## config.mk

```make
export PLATFORM = sky130hd
export DESIGN_NAME = dmem_arbiter
export DESIGN_NICKNAME = d
export VERILOG_FILES = /design/src/rtl/dmem_pkg.sv /design/src/rtl/dmem_arbiter_rr_arb2.sv /design/src/rtl/dmem_arbiter.sv
export SDC_FILE = /design/constraint.sdc
export NUM_CORES = 1
export LEC_CHECK = 0
export CAP_MARGIN = 20
export CORE_MARGIN = 1.5
export CORE_UTILIZATION = 36
export CTS_BUF_LIST = sky130_fd_sc_hd__clkbuf_16
export CTS_CLUSTER_DIAMETER = 150
export DETAILED_ROUTE_END_ITERATION = 10
export PLACE_DENSITY_LB_ADDON = 0.05
export SETUP_SLACK_MARGIN = 0.2
export SLEW_MARGIN = 5
export SYNTH_ARGS = -nofsm -noshare
export SYNTH_HDL_FRONTEND = slang
export SYNTH_SLANG_ARGS = --single-unit
```

## constraint.sdc

```tcl
create_clock -name clk -period 1.5 [get_ports clk]
set_clock_uncertainty 0.1 [all_clocks]
set_input_delay 0.225 -clock clk [delete_from_list [all_inputs] [get_ports clk]]
set_output_delay 0.225 -clock clk [all_outputs]
set_load 0.1 [all_outputs]
```

## src/rtl/dmem_pkg.sv

```systemverilog
// Shared constants and helpers for the data-memory arbiter: state encoding,
// port identifiers, default memory depth and the access error check.
package dmem_pkg;

  localparam int DATA_W          = 32;
  localparam int DEPTH_WORDS_DEF = 16;

  localparam logic [1:0] ST_IDLE   = 2'd0;
  localparam logic [1:0] ST_ACCESS = 2'd1;
  localparam logic [1:0] ST_RESP   = 2'd2;

  localparam int PORT_CORE = 0;
  localparam int PORT_DBG  = 1;

  // Word index is compared at its full 30-bit width so large addresses never alias low words.
  function automatic logic addr_err(input logic [31:0] addr, input int unsigned depth);
    logic [31:0] word_idx;
    word_idx = {2'b00, addr[31:2]};
    return (addr[1:0] != 2'b00) || (word_idx >= depth);
  endfunction

endpackage

```

## src/rtl/dmem_arbiter_rr_arb2.sv

```systemverilog
// Two-input round-robin arbiter: under contention the port that did not win
// last gets the grant; a lone requester always wins.
module rr_arb2 (
  input  logic [1:0] req,
  input  logic       last_grant,
  output logic [1:0] grant
);

  always_comb begin
    grant = 2'b00;
    if (req == 2'b11) begin
      grant = last_grant ? 2'b01 : 2'b10;
    end else begin
      grant = req;
    end
  end

endmodule

```

## src/rtl/dmem_arbiter.sv

```systemverilog
// Shares a single-port data memory between the core LSU (port 0) and the
// debug/DMA loader (port 1); one single-cycle access in flight at a time.
module dmem_arbiter
  import dmem_pkg::*;
#(
  parameter int DEPTH_WORDS = DEPTH_WORDS_DEF
) (
  input  logic                clk,
  input  logic                reset,
  input  logic [1:0]          req_valid,
  output logic [1:0]          req_ready,
  input  logic [1:0]          req_write,
  input  logic [63:0]         req_addr,
  input  logic [2*DATA_W-1:0] req_wdata,
  output logic [1:0]          rsp_valid,
  output logic [DATA_W-1:0]   rsp_rdata,
  output logic                rsp_err,
  output logic [31:0]         mem_addr,
  output logic [DATA_W-1:0]   mem_wdata,
  output logic                mem_read_en,
  output logic                mem_write_en,
  input  logic [DATA_W-1:0]   mem_rdata,
  output logic [1:0]          dbg_state
);

  // Handshake: a request on port i transfers on a rising clk edge where
  // req_valid[i] & req_ready[i]; unserved ports hold their request stable.

  logic [1:0]        state_q;
  logic              last_grant_q;
  logic              id_q;
  logic              write_q;
  logic              err_q;
  logic [31:0]       addr_q;
  logic [DATA_W-1:0] wdata_q;
  logic [DATA_W-1:0] rdata_q;

  logic [1:0]        grant;
  logic              sel;
  logic              sel_write;
  logic [31:0]       sel_addr;
  logic [DATA_W-1:0] sel_wdata;
  logic              handshake;
  logic              in_idle;
  logic              in_access;
  logic              in_resp;

  rr_arb2 u_arb (
    .req        (req_valid),
    .last_grant (last_grant_q),
    .grant      (grant)
  );

  // Reset gates every output so a write landing on a reset edge never commits.
  assign in_idle   = (state_q == ST_IDLE)   && !reset;
  assign in_access = (state_q == ST_ACCESS) && !reset;
  assign in_resp   = (state_q == ST_RESP)   && !reset;

  assign req_ready = in_idle ? (grant & req_valid) : 2'b00;
  assign handshake = |req_ready;

  assign sel       = grant[PORT_DBG];
  assign sel_write = sel ? req_write[PORT_DBG] : req_write[PORT_CORE];
  assign sel_addr  = sel ? req_addr[63:32] : req_addr[31:0];
  assign sel_wdata = sel ? req_wdata[2*DATA_W-1:DATA_W] : req_wdata[DATA_W-1:0];

  always_ff @(posedge clk) begin
    if (reset) begin
      state_q      <= ST_IDLE;
      last_grant_q <= 1'b1;
      id_q         <= 1'b0;
      write_q      <= 1'b0;
      err_q        <= 1'b0;
      addr_q       <= '0;
      wdata_q      <= '0;
      rdata_q      <= '0;
    end else begin
      case (state_q)
        ST_IDLE: begin
          if (handshake) begin
            id_q         <= sel;
            write_q      <= sel_write;
            addr_q       <= sel_addr;
            wdata_q      <= sel_wdata;
            err_q        <= addr_err(sel_addr, DEPTH_WORDS);
            last_grant_q <= sel;
            rdata_q      <= '0;
            state_q      <= ST_ACCESS;
          end
        end
        ST_ACCESS: begin
          rdata_q <= mem_read_en ? mem_rdata : '0;
          state_q <= ST_RESP;
        end
        ST_RESP: begin
          rdata_q <= '0;
          state_q <= ST_IDLE;
        end
        default: begin
          state_q <= ST_IDLE;
        end
      endcase
    end
  end

  assign mem_read_en  = in_access && !err_q && !write_q;
  assign mem_write_en = in_access && !err_q && write_q;
  assign mem_addr     = in_access ? addr_q : 32'd0;
  assign mem_wdata    = in_access ? wdata_q : '0;

  always_comb begin
    rsp_valid            = 2'b00;
    rsp_valid[PORT_CORE] = in_resp && !id_q;
    rsp_valid[PORT_DBG]  = in_resp && id_q;
  end

  assign rsp_rdata = in_resp ? rdata_q : '0;
  assign rsp_err   = in_resp && err_q;
  assign dbg_state = state_q;

endmodule
```

==> impl_results.md <==
- Initial antenna violation count: 0
- Antenna-violating nets left: 0
- Yosys warns: 0
- Status: finished with violations
- Antenna cells: 0
- Met3 routed WL: 1.39 mm
- Least-Margin Pin Slew: 0.806 ns
- Placed cell area: 9710 um2
- Row count: 43
- Worst Setup End Kind: output port
- Setup WS pre-CTS: -0.478 ns
- Slew Viols, Final: 0
- Hold crit path type: in -> reg
- Via/cell ratio: 5.03
- Seq cells post-synth: 102
- Fraction of layout cells with a size suffix above 1: 41.0%
- Worst endpoint required time: 1.17 ns
- RSZ-0062 raised after global routing: yes
- Max-Cap Viols: 0
- CP Launch Type: flip-flop
- DIE AREA: 14,800 um2
- Endpoints failing hold: 0
- CTS H-tree depth: 3
- Commonest non-fill, non-tap cell in the layout: clkdlybuf4s50_1
- Main combinational cell family by area after synthesis: simple AND/OR/NAND/NOR gates
- Clock-pin slew on the worst setup and hold paths: 0.06 ns
- Slew HR: 46.2%
- Global-route wire length before repair: 27.9 mm
- GPL Wtd Cong: 0.882
- Final WL: 17.9 mm
- Final Util: 76.8%
- CTS tree: done
- Die width: 122 um
- Fin crit period: 1.95 ns
- Synth Area in XOR/XNOR: 0%
- Worst Path Arrival: 1.63 ns
- Crit path kind: reg -> out
- Endpoints failing setup: 202
- Finished Layout Cells: 1,082
- Synth cell types: 29
- Final Power: 7.49 mW
- Failing checks: setup timing
- Multi-input logic area: 3220 um2
- Sequential fraction of the synthesis area: 40.2%
- Starting density of the core: 36.7%
- Max layer used: met4
- Fmax: 0.512 GHz
- CP Max Fanout: 35
- CTS Buf Count: 9
- PnR worst setup slack: -0.452 ns
- Post-Synth Adder-Cell Area: 0%
- Commonest non-fill, non-tap cells in the layout: 162 x clkdlybuf4s50_1, 126 x buf_12, 99 x dfxtp_1
- Post-Synthesis Cells: 588
- Net Count, Synth: 754
- Mapped Avg Cell Area: 8.63 um2
- Synth async-reset ratio: 0%
- Placed cells: 1,043
- VDD IR max: 445 uV
- Fin crit share: 130%
- Clk Latency, worst-skew pair: 0.34 ns
- Post-synth EDFFs: 0
- Wire length on met2: 9.43 mm
- Total gr overflow: 0
- Sequential Area: 2050 um2
- Core Region: 13,800 um2
- 1st-iter DRT viols: 236
- Layout Nets: 1,063
- Avg WL per Cell: 16.5 um
- Port bufs: 270
- Mapped cell area: 5080 um2
- DR vias: 5,444
- Num ports: 271
- Post-route cell area: 10,600 um2
- Largest net degree at the start of global routing: 67
- First-pass detailed-route iteration total: 4
- Residual DRC: 0
- Simple-Gate Fraction of Synth Area: 24.0%
- Total clock sinks: 102
- Longest Clk Path Bufs: 2
- Clk root buf: clkbuf_16
- Layout area overhead: 109%
- Vias in the first global route: 5,490
- Complex-gate fraction of the synthesized area: 16.6%
- Layout fillers: 899
- Mux share of post-synthesis cell area: 12.8%
- Met1 wire length: 6.66 mm
- Leakage: 4.07 nW
- Chip Height: 122 um
- Detail Placement HPWL: 12.9 mm
- Tot GR Track Use: 24.1%
- Pwr Density: 705 nW/um2
- Prevailing post-synth register cell: dfxtp_1
==> final timing paths <==
path / from / endpoint / slack (ns) / depth (start not counted)
worst min-delay path: reset / last_grant_q / 0.14 / 3
worst max register to register: dbg_state[0] / rdata_q[19] / -0.43 / 10
worst max-delay path: dbg_state[0] / rsp_valid[0] / -0.45 / 5
worst min register to register: rdata_q[11] / rdata_q[11] / 0.39 / 2
==> through the flow <==
step,setup TNS (ns),hold slack (ns)
2_1_floorplan,-41.08,0.251
3_3_place_gp,-40.97,0.360
3_5_place_dp,-44.12,0.368
4_1_cts,-53.92,0.131
5_1_grt,-78.81,0.173
6_report,-61.77,0.140
==> routing by layer <==
| layer | up-vias | GRT usage, % |
|---|---|---|
| met1 | 2542 | 27.0 |
| li1 | 2667 | - |
| met5 | - | 0 |
| met2 | 204 | 42.7 |
| met3 | 31 | 6.60 |
| met4 | 0 | 10.1 |
==> where the power goes <==
part	leakage [nW]	switching, mW	internal, mW	total [mW]
Sequential	0.838	0.115	2.91	3.02
Combinational	3.10	1.11	1.24	2.35
Clock	0.133	1.02	1.10	2.11
==> cell usage after synthesis, types with 2 or more instances <==
| cell | count | share of area (%) |
|---|---|---|
| and2_1 | 102 | 13 |
| dfxtp_1 | 102 | 40 |
| nor2_1 | 67 | 5.0 |
| a211oi_1 | 65 | 9.6 |
| mux2i_1 | 65 | 13 |
| a21oi_1 | 33 | 3.3 |
| nand2_1 | 33 | 2.4 |
| o21ai_0 | 32 | 3.2 |
| clkbuf_1 | 23 | 1.7 |
| buf_2 | 16 | 1.6 |
| nor4_1 | 12 | 1.5 |
| buf_6 | 11 | 2.4 |
| inv_1 | 4 | 0.30 |
| clkbuf_2 | 3 | 0.30 |
| nand4_1 | 3 | 0.37 |
| nor3_1 | 3 | 0.30 |
| nor3b_4 | 2 | 0.74 |
==> critical path, stage by stage (launching register included) <==
cell and delay, ns:
dfxtp_4 0.36, buf_12 0.12, nor3b_4 0.21, buf_12 0.21, nor2b_4 0.19, buf_12 0.18
==> timing repair <==
item	4_1_cts	5_1_grt
endpoints found under the setup margin	204	205
resized for setup	44	36
gates cloned	7	0
pin swaps	5	13
buffers inserted	13	3
hold buffers	0	0
==> cells by family (layout without fill, tap and decap cells) <==
group,Yosys count,after routing
flip-flops,102,102
AND/OR/NAND/NOR,230,230
multiplexers,65,65
buffers and inverters,57,371
AO/OA/AOI/OAI,134,134
==> cell type report <==
| type | instances | share of cell area [%] |
|---|---|---|
| Multi-Input combinational cell | 429 | 30.3 |
| Clock buffer | 9 | 2.12 |
| Sequential cell | 102 | 19.3 |
| Timing Repair Buffer | 351 | 45.6 |
| Clock inverter | 7 | 0.330 |
| Tap cell | 180 | 2.12 |
| Inverter | 4 | 0.177 |
==> registers in the layout, summed over array words and instances, names as in the netlist <==
signal        cells
addr_q           32
dbg_state         2
err_q             1
id_q              1
last_grant_q      1
rdata_q          32
wdata_q          32
write_q           1
Power figures use the tool's default switching activity.
